## src/rtl/game_timer_pkg.sv

```systemverilog
// rtl/game_timer_pkg.sv - shared types and constants for the game countdown timer
// Contents: state_t (IDLE, RUN, PAUSED, EXPIRED), max_of() all-ones helper,
//           MODE_ONESHOT / MODE_RELOAD values for the AUTO_RELOAD parameter.
package game_timer_pkg;

  typedef enum logic [1:0] {
    IDLE    = 2'd0,
    RUN     = 2'd1,
    PAUSED  = 2'd2,
    EXPIRED = 2'd3
  } state_t;

  localparam int MODE_ONESHOT = 0;
  localparam int MODE_RELOAD  = 1;

  // Largest value representable in 'width' bits (2^width - 1).
  function automatic int unsigned max_of(input int unsigned width);
    return (32'd1 << width) - 32'd1;
  endfunction

endpackage

```

## src/rtl/game_timer_if.sv

```systemverilog
// rtl/game_timer_if.sv - control/status bundle between game logic and game_timer
// master: drives tick, start, pause, load/load_val, add/add_val, lose;
//         observes seconds, running, warn, expired, expire_pulse.
// slave:  the timer side, directions reversed.
interface game_timer_if #(
  parameter int WIDTH = 8
);
  logic             tick;
  logic             start;
  logic             pause;
  logic             load;
  logic [WIDTH-1:0] load_val;
  logic             add;
  logic [WIDTH-1:0] add_val;
  logic             lose;
  logic [WIDTH-1:0] seconds;
  logic             running;
  logic             warn;
  logic             expired;
  logic             expire_pulse;

  modport master (
    output tick, start, pause, load, load_val, add, add_val, lose,
    input  seconds, running, warn, expired, expire_pulse
  );

  modport slave (
    input  tick, start, pause, load, load_val, add, add_val, lose,
    output seconds, running, warn, expired, expire_pulse
  );
endinterface

```

## src/rtl/game_timer_sat_addsub.sv

```systemverilog
// rtl/game_timer_sat_addsub.sv - combinational sat(a + b) - dec, clamped to [0, MAX]
// Ports: a, b (WIDTH) operands; dec (1) subtract one after saturation; y (WIDTH) result.
module sat_addsub
  import game_timer_pkg::*;
#(
  parameter int WIDTH = 8
) (
  input  logic [WIDTH-1:0] a,
  input  logic [WIDTH-1:0] b,
  input  logic             dec,
  output logic [WIDTH-1:0] y
);

  localparam logic [WIDTH-1:0] MAX = WIDTH'(max_of(WIDTH));

  logic [WIDTH:0]   sum;
  logic [WIDTH-1:0] sat;

  always_comb begin
    // The carry bit of the WIDTH+1-bit sum flags overflow past MAX.
    sum = {1'b0, a} + {1'b0, b};
    sat = sum[WIDTH] ? MAX : sum[WIDTH-1:0];
    // Decrementing zero stays at zero rather than wrapping.
    if (dec && (sat == '0)) begin
      y = '0;
    end else begin
      y = sat - WIDTH'(dec);
    end
  end

endmodule

```

## src/rtl/game_timer.sv

```systemverilog
// rtl/game_timer.sv - parametrised countdown timer with pause, load, bonus add and forced loss
// Ports: clk (1) rising-edge clock; rst (1) synchronous active-low reset;
//        bus (game_timer_if.slave) controls in, seconds/running/warn/expired/expire_pulse out.
module game_timer
  import game_timer_pkg::*;
#(
  parameter int WIDTH       = 8,
  parameter int INIT        = 59,
  parameter int WARN_LEVEL  = 10,
  parameter int AUTO_RELOAD = MODE_ONESHOT
) (
  input  logic         clk,
  input  logic         rst,
  game_timer_if.slave  bus
);

  localparam logic [WIDTH-1:0] INIT_V = WIDTH'(INIT);
  localparam logic [WIDTH-1:0] WARN_V = WIDTH'(WARN_LEVEL);

  state_t           state, state_n;
  logic [WIDTH-1:0] count, count_n;
  logic [WIDTH-1:0] reload, reload_n;
  logic             expired, expired_n;
  logic             pulse, pulse_n;
  logic             warn, warn_n;
  logic             running, running_n;

  logic [WIDTH-1:0] add_amt;
  logic             dec;
  logic [WIDTH-1:0] sum_val;

  // Bonus applies in RUN and PAUSED; the decrement only when running unpaused.
  assign add_amt = bus.add ? bus.add_val : '0;
  assign dec     = (state == RUN) && !bus.pause && bus.tick;

  sat_addsub #(.WIDTH(WIDTH)) u_sat_addsub (
    .a   (count),
    .b   (add_amt),
    .dec (dec),
    .y   (sum_val)
  );

  always_ff @(posedge clk) begin
    if (!rst) begin
      state   <= IDLE;
      count   <= INIT_V;
      reload  <= INIT_V;
      expired <= 1'b0;
      pulse   <= 1'b0;
      warn    <= 1'b0;
      running <= 1'b0;
    end else begin
      state   <= state_n;
      count   <= count_n;
      reload  <= reload_n;
      expired <= expired_n;
      pulse   <= pulse_n;
      warn    <= warn_n;
      running <= running_n;
    end
  end

  always_comb begin
    state_n   = state;
    count_n   = count;
    reload_n  = reload;
    expired_n = expired;
    pulse_n   = 1'b0;

    if (bus.lose && (state != EXPIRED)) begin
      state_n   = EXPIRED;
      count_n   = '0;
      expired_n = 1'b1;
      pulse_n   = 1'b1;
    end else begin
      case (state)
        IDLE: begin
          if (bus.load) begin
            count_n  = bus.load_val;
            reload_n = bus.load_val;
          end else if (bus.start) begin
            if (count == '0) begin
              state_n   = EXPIRED;
              expired_n = 1'b1;
              pulse_n   = 1'b1;
            end else begin
              state_n = RUN;
            end
          end
        end

        RUN: begin
          if (bus.pause) begin
            // dec is already forced low here, so only a bonus can change the count.
            state_n = PAUSED;
            count_n = sum_val;
          end else if (bus.tick && (sum_val == '0)) begin
            pulse_n = 1'b1;
            if (AUTO_RELOAD == MODE_RELOAD) begin
              count_n = reload;
            end else begin
              state_n   = EXPIRED;
              count_n   = '0;
              expired_n = 1'b1;
            end
          end else begin
            count_n = sum_val;
          end
        end

        PAUSED: begin
          count_n = sum_val;
          if (!bus.pause) begin
            state_n = RUN;
          end
        end

        EXPIRED: begin
          count_n = '0;
          if (bus.load) begin
            reload_n = bus.load_val;
          end else if (bus.start) begin
            if (reload == '0) begin
              expired_n = 1'b1;
              pulse_n   = 1'b1;
            end else begin
              state_n   = RUN;
              count_n   = reload;
              expired_n = 1'b0;
            end
          end
        end

        default: begin
          state_n = IDLE;
        end
      endcase
    end

    // Flags are derived from next-state values so they line up with seconds.
    running_n = (state_n == RUN);
    warn_n    = (state_n == RUN) && (count_n != '0) && (count_n <= WARN_V);
  end

  assign bus.seconds      = count;
  assign bus.running      = running;
  assign bus.warn         = warn;
  assign bus.expired      = expired;
  assign bus.expire_pulse = pulse;

endmodule

```

## src/flat_wrapper.sv

```systemverilog
// flat-port wrapper written by rule: the top's interface ports become plain ports
module game_timer_flat import game_timer_pkg::*;
#(
  parameter int WIDTH       = 8,
  parameter int INIT        = 59,
  parameter int WARN_LEVEL  = 10,
  parameter int AUTO_RELOAD = MODE_ONESHOT
)
  (clk, rst, bus_tick, bus_start, bus_pause, bus_load, bus_load_val, bus_add, bus_add_val, bus_lose, bus_seconds, bus_running, bus_warn, bus_expired, bus_expire_pulse);
  game_timer_if #(.WIDTH(WIDTH)) bus_i ();
  input  logic clk;
  input  logic rst;
  input wire logic [$bits(bus_i.tick)-1:0] bus_tick;
  input wire logic [$bits(bus_i.start)-1:0] bus_start;
  input wire logic [$bits(bus_i.pause)-1:0] bus_pause;
  input wire logic [$bits(bus_i.load)-1:0] bus_load;
  input wire logic [$bits(bus_i.load_val)-1:0] bus_load_val;
  input wire logic [$bits(bus_i.add)-1:0] bus_add;
  input wire logic [$bits(bus_i.add_val)-1:0] bus_add_val;
  input wire logic [$bits(bus_i.lose)-1:0] bus_lose;
  output wire logic [$bits(bus_i.seconds)-1:0] bus_seconds;
  output wire logic [$bits(bus_i.running)-1:0] bus_running;
  output wire logic [$bits(bus_i.warn)-1:0] bus_warn;
  output wire logic [$bits(bus_i.expired)-1:0] bus_expired;
  output wire logic [$bits(bus_i.expire_pulse)-1:0] bus_expire_pulse;
  assign bus_i.tick = bus_tick;
  assign bus_i.start = bus_start;
  assign bus_i.pause = bus_pause;
  assign bus_i.load = bus_load;
  assign bus_i.load_val = bus_load_val;
  assign bus_i.add = bus_add;
  assign bus_i.add_val = bus_add_val;
  assign bus_i.lose = bus_lose;
  assign bus_seconds = bus_i.seconds;
  assign bus_running = bus_i.running;
  assign bus_warn = bus_i.warn;
  assign bus_expired = bus_i.expired;
  assign bus_expire_pulse = bus_i.expire_pulse;
  game_timer #(.WIDTH(WIDTH), .INIT(INIT), .WARN_LEVEL(WARN_LEVEL), .AUTO_RELOAD(AUTO_RELOAD)) u_core (.clk(clk), .rst(rst), .bus(bus_i));
endmodule
```

## config.mk

```make
export PLATFORM = sky130hd
export DESIGN_NAME = game_timer_flat
export DESIGN_NICKNAME = d
export VERILOG_FILES = /design/src/rtl/game_timer_pkg.sv /design/src/rtl/game_timer_if.sv /design/src/rtl/game_timer_sat_addsub.sv /design/src/rtl/game_timer.sv /design/src/flat_wrapper.sv
export SDC_FILE = /design/constraint.sdc
export NUM_CORES = 1
export LEC_CHECK = 0
export ABC_AREA = 1
export BUFFER_PORTS_ARGS = -buffer_cell sky130_fd_sc_hd__clkbuf_2
export CORE_MARGIN = 5
export CORE_UTILIZATION = 55
export CTS_CLUSTER_SIZE = 40
export DETAILED_ROUTE_END_ITERATION = 8
export PLACE_DENSITY = 0.78
export SLEW_MARGIN = 10
export SYNTH_ARGS = -nofsm -noshare
export SYNTH_HDL_FRONTEND = slang
export SYNTH_SLANG_ARGS = --single-unit
```

## constraint.sdc

```tcl
create_clock -name clk -period 4 [get_ports clk]
set_input_delay 0.2 -clock clk [delete_from_list [all_inputs] [get_ports clk]]
set_output_delay 0.2 -clock clk [all_outputs]
set_load 0.05 [all_outputs]
```

==> results of run 1 <==
critical path, stage by stage (launching register included):
cell     delay (ns)
dfxtp_1        0.35
ha_1           0.25
fa_1           0.45
nand3_2        0.12
nand3_2        0.10
nand2_2        0.12
nand2_4        0.09
nor2_1         0.10
ha_1           0.18
nand2_1        0.07
nor3_2         0.29
nand2_2        0.12
nor2_1         0.11
nand3_1        0.08
nand2_2        0.10
nor2_1         0.06
nand3_2        0.08
nand2_1        0.05
nand2_1        0.05
nand2_1        0.08
a21oi_2        0.26
nand3_2        0.13
nor2_2         0.09
state kept, by name, summed over array words and instances, names as in the netlist:
| name | count |
|---|---|
| u_core.bus.running | 1 |
| u_core.state | 2 |
| u_core.bus.expired | 1 |
| u_core.reload | 8 |
| u_core.bus.expire_pulse | 1 |
| u_core.bus.seconds | 8 |
| u_core.bus.warn | 1 |
per-stage QoR:
step | utilization | instances | area (µm²) | hold WS, ns | total power [mW]
after global placement | 0.6235 | 471 | 2530 | 0.4337 | 0.7079
after global routing | 0.6411 | 475 | 2601 | 0.1836 | 0.9900
after detailed placement | 0.6235 | 471 | 2530 | 0.4382 | 0.7126
after floorplan | - | 391 | 2318 | 0.3205 | 0.6130
final | 0.6411 | 475 | 2601 | 0.1686 | 0.9219
after CTS | 0.6411 | 475 | 2601 | 0.1647 | 0.9171
layer usage:
layer  vias to the layer above  track usage  share of wire
met2                        95       0.4178           0.47
li1                       1318            -              -
met5                         -            0              0
met1                      1130       0.3244           0.44
met3                        14      0.02537          0.058
met4                         0      0.09486          0.026
cells by family after synthesis:
logic type,share of synthesized area
xor gates and xnor gates,0.007557
adders and majority gates,0.08419
AOI/OAI and AO/OA,0.1301
and+or+nand+nor,0.4798
buffers and inverters,0.1085
DFF,0.1900
cell usage in the layout (no fill, tap or decap), types with 2 or more instances in the layout:
cell type,count
a211oi_1,3
a21oi_1,15
a21oi_2,3
a21oi_4,2
clkbuf_2,35
clkbuf_8,3
clkinv_1,2
dfxtp_1,22
ha_1,14
inv_1,54
inv_2,2
nand2_1,125
nand2_2,11
nand3_1,34
nand3_2,5
nand4_1,6
nor2_1,40
nor2_2,7
nor2_4,4
nor4_1,2
o211ai_1,3
o21ai_0,16
xor2_1,2
worst min-delay path by stage:
stage / end / start / slack (ns)
after floorplan: u_core.bus.expired$_SDFFE_PN0P_ / rst / 0.32
after global placement: u_core.reload[3]$_SDFFE_PN1P_ / bus_load_val[3] / 0.43
after detailed placement: u_core.reload[3]$_SDFFE_PN1P_ / bus_load_val[3] / 0.44
after CTS: u_core.reload[3]$_SDFFE_PN1P_ / bus_load_val[3] / 0.16
after global routing: u_core.reload[4]$_SDFFE_PN1P_ / bus_load_val[4] / 0.18
final: u_core.reload[3]$_SDFFE_PN1P_ / bus_load_val[3] / 0.17
cells in the mapped netlist (3+ instances only):
cell / count / area share
a211oi_1: 3 / 0.0097
a21oi_1: 15 / 0.032
a21oi_2: 3 / 0.011
clkbuf_1: 3 / 0.0049
dfxtp_1: 22 / 0.19
ha_1: 14 / 0.076
inv_1: 54 / 0.087
nand2_1: 125 / 0.20
nand2_2: 11 / 0.030
nand3_1: 34 / 0.073
nand3_2: 5 / 0.022
nand4_1: 6 / 0.016
nor2_1: 40 / 0.065
nor2_2: 7 / 0.019
nor2_4: 4 / 0.019
o211ai_1: 3 / 0.0097
o21ai_0: 16 / 0.035
where the power goes:
group	leakage [nW]	switching (mW)	total [mW]	internal, mW
clock network	0.0357	0.0697	0.203	0.134
registers	0.182	0.0234	0.266	0.242
logic	1.20	0.310	0.453	0.143
total	1.42	0.403	0.922	0.519
cell type report:
| cell class | instances | area (µm²) |
|---|---|---|
| inverters | 58 | 217.7 |
| multi-input cells | 305 | 1627 |
| clock inverters | 1 | 30.03 |
| flip-flops and latches | 22 | 440.4 |
| well taps | 50 | 62.56 |
| repair buffers | 36 | 182.7 |
| fillers | 379 | 1456 |
| clock buffers | 3 | 41.29 |
==> summary.txt, run 1 <==
Logic synthesis
  – Synth Warn #: 0
  – Mapped Area: 2318 µm²
  – Register bit count reported by yosys: 22
  – Seq/Total Area, Yosys: 0.1900
  – Post-synth EDFFs: 0
  – Syn Area/Cell: 5.930 µm²
  – Syn Nets: 430
  – Dominant synthesized flop cell: dfxtp_1
  – Synth unique cells: 38
  – Syn Inst Count: 391
  – Post-synthesis async set-or-reset flop share: 0

Finish
  – Layout net count: 465
  – Area Overhead vs Synth: 12.20%
  – Layout cells sized above 1: 0.1859
  – N_diodes: 0

Floorplan
  – Ports: 36
  – Initial Util: 0.5714
  – Total die area: 5614 µm²
  – Row Count: 23
  – Die width: 74.93 µm
  – Core box area: 4058 µm²
  – Die Y: 74.93 µm

Critical path
  – WP data arrival: 3.58 ns
  – CP startpoint kind: flip-flop
  – Worst setup EP type: flip-flop
  – Crit path max fanout: 7
  – Worst R2R End: u_core.bus.warn$_SDFF_PN0_
  – Setup crit end: u_core.bus.warn$_SDFF_PN0_
  – WS Path Type: flip-flop to flip-flop
  – Data required, critical path: 4.20 ns
  – FF-to-FF Start: u_core.bus.seconds[0]$_SDFF_PN1_
  – Critical path origin: u_core.bus.seconds[0]$_SDFF_PN1_
  – Register-to-Register Setup Slack: 0.62 ns
  – Reg2Reg Depth: 22

Timing
  – Final setup margin: 0.6225 ns
  – Final Critical Period: 3.377 ns
  – Max frequency: 0.2961 GHz
  – Unrepaired setup endpoints after global routing: no
  – Final Setup Violations: 0
  – Pins Over Slew Limit: 0
  – Worst Tran Pin Value: 0.6447 ns
  – Slew margin rel.: 0.5663
  – Final hold vios: 0
  – Total negative setup slack: 0 ns
  – Fin crit share: 0.8444
  – Fin Clk Skew: 0.003380 ns

Clock network
  – CTS Buf Count: 3
  – Clock latency on the worst-skew pair: 0.26 ns
  – CTS clk-pin slew, worst paths: 0.08 ns
  – CTS hold repair buffers: 0
  – Post-cts sizing count: 0
  – Num Clock Sinks: 22
  – Clock Tree Buf Depth: 2
  – Root Buffer: clkbuf_8
  – H-Tree Depth: 1
  – Setup Fix Bufs, Post-CTS: 0
  – CTS tree: done

Drt
  – Initial DRT Pass Iterations: 5
  – Routed vias: 2557
  – Detail Route Antenna Nets: 0
  – Starting DRT DRC Count: 166
  – Remaining DRCs: 0
  – Avg WL per Cell: 13.30 µm
  – Final wirelength: 6318 µm
  – Vias per cell: 5.383

Global routing
  – Total GRT Usage: 0.2477
  – Grt ovf: 0
  – Number of global-route vias before repair: 2384
  – Initial antenna violation count: 0
  – First-pass GRT wire length: 10850 µm
  – Largest net degree at the start of global routing: 20

Run status
  – Outcome: finished, final reports clean

Power and ir drop
  – Pwr/cell area: 354.4 nW/µm²
  – Leakage: 1.423 nW
  – Peak VDD IR: 0.0003125 V

Place
  – Port buffer count: 35
  – Post-detail-place hpwl: 5207 µm
  – Pre-CTS setup slack: 0.6092 ns
  – Routability cong.: 0.9063

Job
  – Maxcap violations: 0

Hold path
  – Hold Crit Depth: 3
  – Worst Hold Class: primary input to flip-flop
(Power assumes the default switching activity.)
==> run 2: changes to the inputs <==
- clock period: 4 -> 3.5 ns (I/O delays scaled with it)
==> run 2 against run 1 <==
Non-clock buffer count stayed put. Utilization is 0.40 points higher. Worst hold slack worse by 0.032 ns. Sequential power is 14% higher. Register-to-register slack worse by 0.30 ns. Global-route usage is 0.27 points lower. Clock skew is 0.0015 ns lower. Worst setup slack worse by 0.30 ns. Critical endpoint is now u_core.bus.running$_SDFF_PN0_. Total power is 15% higher. Flip-flop and latch count stayed put. Count of clock-buffer cells in the layout stayed put. Routed wire length is 1.0% lower.
==> summary.txt, run 2 (synthesized netlist as in run 1, its figures left out) <==
Finish
  – Layout net count: 465 (unchanged)
  – Leading cell type in the layout, fill and taps excluded: nand2_1
  – Area Overhead vs Synth: 12.90%
  – Layout cells sized above 1: 0.1882 (+0.002353)
  – N_diodes: 0 (unchanged)
  – Most frequent cells in the layout: 125 x nand2_1, 54 x inv_1, 40 x nor2_1, 35 x clkbuf_2, 34 x nand3_1

Floorplan
  – Die width: 74.93 µm (unchanged)
  – Total die area: 5614 µm² (unchanged)
  – Core box area: 4058 µm² (unchanged)
  – Die Y: 74.93 µm (unchanged)
  – Initial Util: 0.5714 (unchanged)
  – Ports: 36 (unchanged)
  – Row Count: 23 (unchanged)

Critical path
  – Reg2Reg Depth: 22 (unchanged)
  – Crit path max fanout: 7 (unchanged)
  – CP startpoint kind: flip-flop
  – Worst setup EP type: flip-flop
  – Worst R2R End: u_core.bus.running$_SDFF_PN0_
  – FF-to-FF Start: u_core.bus.seconds[0]$_SDFF_PN1_
  – WS Path Type: flip-flop to flip-flop
  – Data required, critical path: 3.66 ns (-0.54 ns)
  – Register-to-Register Setup Slack: 0.32 ns (-0.30 ns)
  – WP data arrival: 3.34 ns (-0.24 ns)

Clock network
  – Num Clock Sinks: 22 (unchanged)
  – Root Buffer: clkbuf_8
  – Clock latency on the worst-skew pair: 0.26 ns (about the same)
  – H-Tree Depth: 1 (unchanged)
  – CTS hold repair buffers: 0 (unchanged)
  – CTS tree: done
  – CTS clk-pin slew, worst paths: 0.08 ns (about the same)
  – Clock Tree Buf Depth: 2 (unchanged)
  – CTS Buf Count: 3 (unchanged)

Job
  – Maxcap violations: 0 (unchanged)

Power and ir drop
  – Combinational share of power: 0.493 (+0.002)
  – Clock Power Share: 0.221 (about the same)
  – Pwr/cell area: 405.5 nW/µm² (+14%)
  – Switch Pwr: 0.4658 mW (+16%)
  – Leakage: 1.424 nW (about the same)
  – Overall power: 1.061 mW (+15%)
  – Pint: 0.5955 mW (+15%)
  – Sequential power share: 0.286 (-0.002)
  – Peak VDD IR: 0.0003737 V (+20%)
  – Net Sw Frac: 0.4389 (+0.001932)

Run status
  – Outcome: finished, final reports clean

Drt
  – Final wirelength: 6253 µm (-1.0%)
  – Initial DRT Pass Iterations: 5 (unchanged)
  – Starting DRT DRC Count: 202 (+22%)
  – Avg WL per Cell: 13.16 µm (-1.0%)
  – Vias per cell: 5.392 (+0.16%)
  – Remaining DRCs: 0 (unchanged)
  – Routed vias: 2561 (+0.16%)
  – Detail Route Antenna Nets: 0 (unchanged)

Timing
  – Fin crit share: 0.9085 (+0.06417)
  – Pins Over Slew Limit: 0 (unchanged)
  – Slew margin rel.: 0.6306 (+0.06438)
  – Worst Tran Pin Value: 0.5506 ns (-0.09403 ns)
  – Fin Clk Skew: 0.001853 ns (-0.001527 ns)
  – Final Critical Period: 3.180 ns (-0.1976 ns)
  – Max frequency: 0.3145 GHz (+6.2%)
  – Total negative setup slack: 0 ns (unchanged)
  – Final Setup Violations: 0 (unchanged)
  – Unrepaired setup endpoints after global routing: no
  – Final hold vios: 0 (unchanged)

Global routing
  – Met2 Use GR: 0.4265 (+0.008704)
  – First-pass GRT wire length: 10740 µm (-1.1%)
  – M3 GR Usage: 0.02003 (-0.005340)
  – Number of global-route vias before repair: 2310 (-3.1%)
  – Largest net degree at the start of global routing: 20 (unchanged)
  – GR peak layer: met2
  – Total GRT Usage: 0.2450 (-0.002685)
  – Met1 Usage GRT: 0.3247 (about the same)
  – Initial antenna violation count: 0 (unchanged)
  – Grt ovf: 0 (unchanged)

Hold path
  – Worst Hold Class: primary input to flip-flop
  – Hold Crit Depth: 3 (unchanged)
  – Hold endpoint: u_core.reload[3]$_SDFFE_PN1P_
  – Worst min-delay path startpoint: bus_load_val[3]

Place
  – Routability cong.: 0.9069 (about the same)
  – Port buffer count: 35 (unchanged)
  – Post-detail-place hpwl: 5171 µm (-0.70%)
-- run 2: what timing repair did --
| action | CTS | global route |
|---|---|---|
| buffers inserted | 0 | 0 |
| gates resized for setup | 0 | 4 |
| setup endpoints to repair | 0 | 4 |
-- run 2: per-layer routing --
layer  up-vias  share of wire
met5         -              0
met4         0          0.021
met3        13          0.044
met2        92           0.48
met1      1139           0.45
li1       1317              -
-- run 2: worst max-delay path by stage --
stage | start | to | slack, ns
3_5_place_dp | bus_add | u_core.bus.warn$_SDFF_PN0_ | 0.13
6_report | u_core.bus.seconds[0]$_SDFF_PN1_ | u_core.bus.running$_SDFF_PN0_ | 0.32
3_3_place_gp | bus_add | u_core.bus.running$_SDFF_PN0_ | 0.25
4_1_cts | u_core.bus.seconds[0]$_SDFF_PN1_ | u_core.bus.warn$_SDFF_PN0_ | 0.17
2_1_floorplan | u_core.bus.seconds[0]$_SDFF_PN1_ | u_core.bus.expired$_SDFFE_PN0P_ | 0.37
5_1_grt | u_core.bus.seconds[0]$_SDFF_PN1_ | u_core.bus.running$_SDFF_PN0_ | 0.02
-- run 2: area by class of cell --
class / count / area, µm²
Timing Repair Buffer: 36 / 182.7
Clock buffer: 3 / 41.29
Sequential cell: 22 / 440.4
Inverter: 58 / 217.7
Fill cell: 396 / 1440
Clock inverter: 1 / 30.03
Multi-Input combinational cell: 305 / 1643
Tap cell: 50 / 62.56
-- run 2: power by group through the flow --
stage	Clock (mW)	Sequential (mW)	Combinational (mW)
3_3_place_gp	0	0.307	0.502
3_5_place_dp	0	0.308	0.506
6_report	0.235	0.303	0.523
4_1_cts	0.236	0.302	0.512
5_1_grt	0.247	0.306	0.586
2_1_floorplan	0	0.349	0.351
-- run 2: critical path, stage by stage (launching register included) --
cell and delay [ns]:
dfxtp_1 0.35, ha_1 0.25, fa_2 0.39, nand3_2 0.11, nand3_2 0.10, nand2_2 0.12, nand2_4 0.09, nor2_1 0.11
ha_1 0.18, nand2_1 0.09, nor3_4 0.19, inv_1 0.06, nand2_1 0.06, nand2_1 0.06, nand2_1 0.10, nand2_1 0.06
nor2_1 0.15, nand3_2 0.10, nand2_1 0.07, nand2_1 0.05, nand2_1 0.13, a21oi_4 0.09, and2_1 0.18
-- run 2: stage by stage --
| step | util | setup WS (ns) | area [µm²] | std cells | hold slack [ns] |
|---|---|---|---|---|---|
| after floorplan | - | 0.3746 | 2318 | 391 | 0.2955 |
| after global routing | 0.6451 | 0.02186 | 2618 | 475 | 0.1547 |
| after global placement | 0.6235 | 0.2513 | 2530 | 471 | 0.4088 |
| after detailed placement | 0.6235 | 0.1281 | 2530 | 471 | 0.4121 |
| final | 0.6451 | 0.3201 | 2618 | 475 | 0.1363 |
| after CTS | 0.6411 | 0.1671 | 2601 | 475 | 0.1366 |
==> run 3: changes to the inputs <==
- ABC_CLOCK_PERIOD_IN_PS: default -> 3500
- BUFFER_PORTS_ARGS: -buffer_cell sky130_fd_sc_hd__clkbuf_2 -> default
- DONT_BUFFER_PORTS: default -> 1
- PLACE_DENSITY: 0.78 -> 0.7
- SETUP_SLACK_MARGIN: default -> 0.3
==> run 3 against run 2 <==
Final cell count down 4.4%. Via count down 4.9%. Largest cell class unchanged. First-iteration DRC count down 6.9%. Count of clock-buffer cells in the layout unchanged. Sequential share of layout area up 0.15 points. Total power up 0.61%. Fmax up 4.9%. Flip-flop and latch count unchanged. Non-clock buffer count down 21. Critical path type unchanged. Clock skew up 0.0045 ns.
==> summary.txt, run 3 (synthesized netlist as in run 1, its figures left out) <==
Timing
  – Final Setup Violations: 0 (unchanged)
  – Slew margin rel.: 0.5706 (-0.06000)
  – Fin crit share: 0.8663 (-0.04221)
  – Final hold vios: 0 (unchanged)
  – Final Critical Period: 3.032 ns (-0.1477 ns)
  – Max frequency: 0.3298 GHz (+4.9%)
  – Worst Tran Pin Value: 0.6382 ns (+0.08752 ns)
  – Unrepaired setup endpoints after global routing: no
  – Pins Over Slew Limit: 0 (unchanged)
  – Fin Clk Skew: 0.006350 ns (+0.004497 ns)
  – Total negative setup slack: 0 ns (unchanged)
  – Hold_ws: 0.01130 ns (-0.1250 ns)

Floorplan
  – Initial Util: 0.5714 (unchanged)
  – Ports: 36 (unchanged)
  – Core box area: 4058 µm² (unchanged)
  – Die Y: 74.93 µm (unchanged)
  – Row Count: 23 (unchanged)
  – Total die area: 5614 µm² (unchanged)
  – Die width: 74.93 µm (unchanged)

Power and ir drop
  – Pwr/cell area: 411.7 nW/µm² (+1.5%)
  – Peak VDD IR: 0.0002533 V (-32%)
  – Leakage: 1.343 nW (-5.7%)

Global routing
  – First-pass GRT wire length: 10420 µm (-3.0%)
  – Number of global-route vias before repair: 2152 (-6.8%)
  – Total GRT Usage: 0.2405 (-0.004559)
  – Largest net degree at the start of global routing: 20 (unchanged)
  – Grt ovf: 0 (unchanged)
  – Initial antenna violation count: 0 (unchanged)

Finish
  – Layout net count: 444 (-4.5%)
  – Final Non-Filler Cells: 454 (-4.4%)
  – Area Overhead vs Synth: 11.87%
  – Layout cells sized above 1: 0.1683 (-0.01992)
  – Most frequent cells in the layout: 121 x nand2_1, 54 x inv_1, 39 x nor2_1, 34 x nand3_1, 22 x dfxtp_1
  – Leading cell type in the layout, fill and taps excluded: nand2_1
  – N_diodes: 0 (unchanged)
  – Final core utilization: 0.6392 (-0.005859)

Drt
  – Starting DRT DRC Count: 188 (-6.9%)
  – Vias per cell: 5.366 (-0.48%)
  – Initial DRT Pass Iterations: 4 (-1)
  – Remaining DRCs: 0 (unchanged)
  – Detail Route Antenna Nets: 0 (unchanged)
  – Routed vias: 2436 (-4.9%)
  – Final wirelength: 6253 µm (unchanged)
  – Avg WL per Cell: 13.77 µm (+4.6%)

Place
  – # placed instances: 445 (-5.5%)
  – Port buffer count: 0 (-100%)
  – Routability cong.: 0.9433 (+4.0%)
  – Post-detail-place hpwl: 5150 µm (-0.39%)

Critical path
  – Crit-path cells: ha_2 -> fa_2 -> nand3_2 -> nand3_2 -> nand2_2 -> nand2_4 -> nor2_2 -> ha_2 -> nand2_2 -> nor3_4 -> nand2_2 -> nor2_1 -> nand3_1 -> nand2_4 -> nor2_1 -> nand3_2 -> nand2_1 -> nand2_1 -> nand2_2 -> a21oi_4 -> and2_1
  – WS Path Type: flip-flop to flip-flop
  – Reg2Reg Depth: 21 (-4.5%)
  – Crit-path most repeated cell: nand2_2
  – Max incr delay on CP: 0.39 ns (about the same)
  – Worst path depth: 21 (-4.5%)
  – WP data arrival: 3.24 ns (-0.10 ns)
  – Setup crit end: u_core.bus.running$_SDFF_PN0_
  – Crit-path leading delay family: simple AND/OR/NAND/NOR gates
  – CP bufs+invs: 0 (-1)
  – Worst setup EP type: flip-flop
  – Crit path max-delay cell type: fa_2
  – CP startpoint kind: flip-flop
  – Data required, critical path: 3.71 ns (+0.05 ns)
  – Worst R2R End: u_core.bus.running$_SDFF_PN0_
  – Crit path max fanout: 6 (-1)
  – FF-to-FF Start: u_core.bus.seconds[0]$_SDFF_PN1_
  – Register-to-Register Setup Slack: 0.47 ns (+0.15 ns)
  – Critical path origin: u_core.bus.seconds[0]$_SDFF_PN1_

Clock network
  – Num Clock Sinks: 22 (unchanged)
  – Clock Tree Buf Depth: 2 (unchanged)
  – CTS tree: done
  – Root Buffer: clkbuf_8
  – H-Tree Depth: 1 (unchanged)
  – CTS clk-pin slew, worst paths: 0.08 ns (about the same)
  – CTS Buf Count: 3 (unchanged)
  – Clock latency on the worst-skew pair: 0.27 ns (about the same)

Run status
  – Outcome: finished, final reports clean

Job
  – Maxcap violations: 0 (unchanged)

Hold path
  – Worst Hold Class: primary input to flip-flop
==> run 3: changes by cell type in the layout (fill, tap and decap cells not counted), sizes merged <==
cell / previous run / this run
buf: 1 / 14
dlygate4sd3: 0 / 1
clkbuf: 38 / 3
==> run 3: where the power goes <==
| group | switching, mW | internal [mW] |
|---|---|---|
| clock | 0.0898 | 0.153 |
| combinational | 0.338 | 0.171 |
| sequential | 0.0389 | 0.277 |
==> run 3: how the worst min path moves through the flow <==
stage / startpoint / end / slack (ns) / cells past startpoint
after detailed placement: rst / u_core.bus.seconds[4]$_SDFF_PN1_ / 0.25 / 1
after global routing: rst / u_core.bus.expired$_SDFFE_PN0P_ / 0.02 / 2
after floorplan: rst / u_core.bus.expired$_SDFFE_PN0P_ / 0.30 / 2
after global placement: rst / u_core.bus.seconds[4]$_SDFF_PN1_ / 0.25 / 1
after CTS: rst / u_core.bus.expired$_SDFFE_PN0P_ / 0.01 / 2
final: rst / u_core.bus.expired$_SDFFE_PN0P_ / 0.01 / 2
==> run 3: worst register-to-register path: stages (launching register included) <==
cell and delay (ns):
dfxtp_1 0.32, ha_2 0.19, fa_2 0.39, nand3_2 0.10
nand3_2 0.10, nand2_2 0.12, nand2_4 0.09, nor2_2 0.09
ha_2 0.19, nand2_2 0.07, nor3_4 0.17, nand2_2 0.12
nor2_1 0.11, nand3_1 0.12, nand2_4 0.12, nor2_1 0.05
nand3_2 0.07, nand2_1 0.05, nand2_1 0.06, nand2_2 0.07
a21oi_4 0.17, and2_1 0.19
==> run 3: layout make-up <==
class / count / area (µm²)
multi-input cells: 305 / 1687
fillers: 395 / 1464
clock buffers: 3 / 41.29
well taps: 50 / 62.56
flip-flops and latches: 22 / 440.4
inverters: 58 / 217.7
repair buffers: 15 / 115.1
clock inverters: 1 / 30.03
==> run 3: metal layers <==
metal / GRT usage / part of all wire / vias to the layer above
met2: 0.3279 / 0.42 / 91
met1: 0.3735 / 0.48 / 1061
met3: 0.06275 / 0.094 / 8
li1: - / - / 1276
met4: 0.05336 / 0.0096 / 0
met5: 0 / 0 / -
==> run 3: timing repair <==
item,in CTS,in global routing
setup endpoints to repair,2,4
resized for setup,2,16
hold endpoints to repair,10,0
hold buffers,1,0
setup buffers,0,4
pin swaps,1,13
==> run 3: through the flow <==
step | total power, mW | worst slack (ns) | area [µm²]
finish | 1.068 | 0.4678 | 2594
global route | 1.145 | 0.3000 | 2594
CTS | 1.046 | 0.3527 | 2512
detailed placement | 0.7967 | 0.2866 | 2422
global placement | 0.7972 | 0.3529 | 2422
floorplan | 0.7006 | 0.3746 | 2318
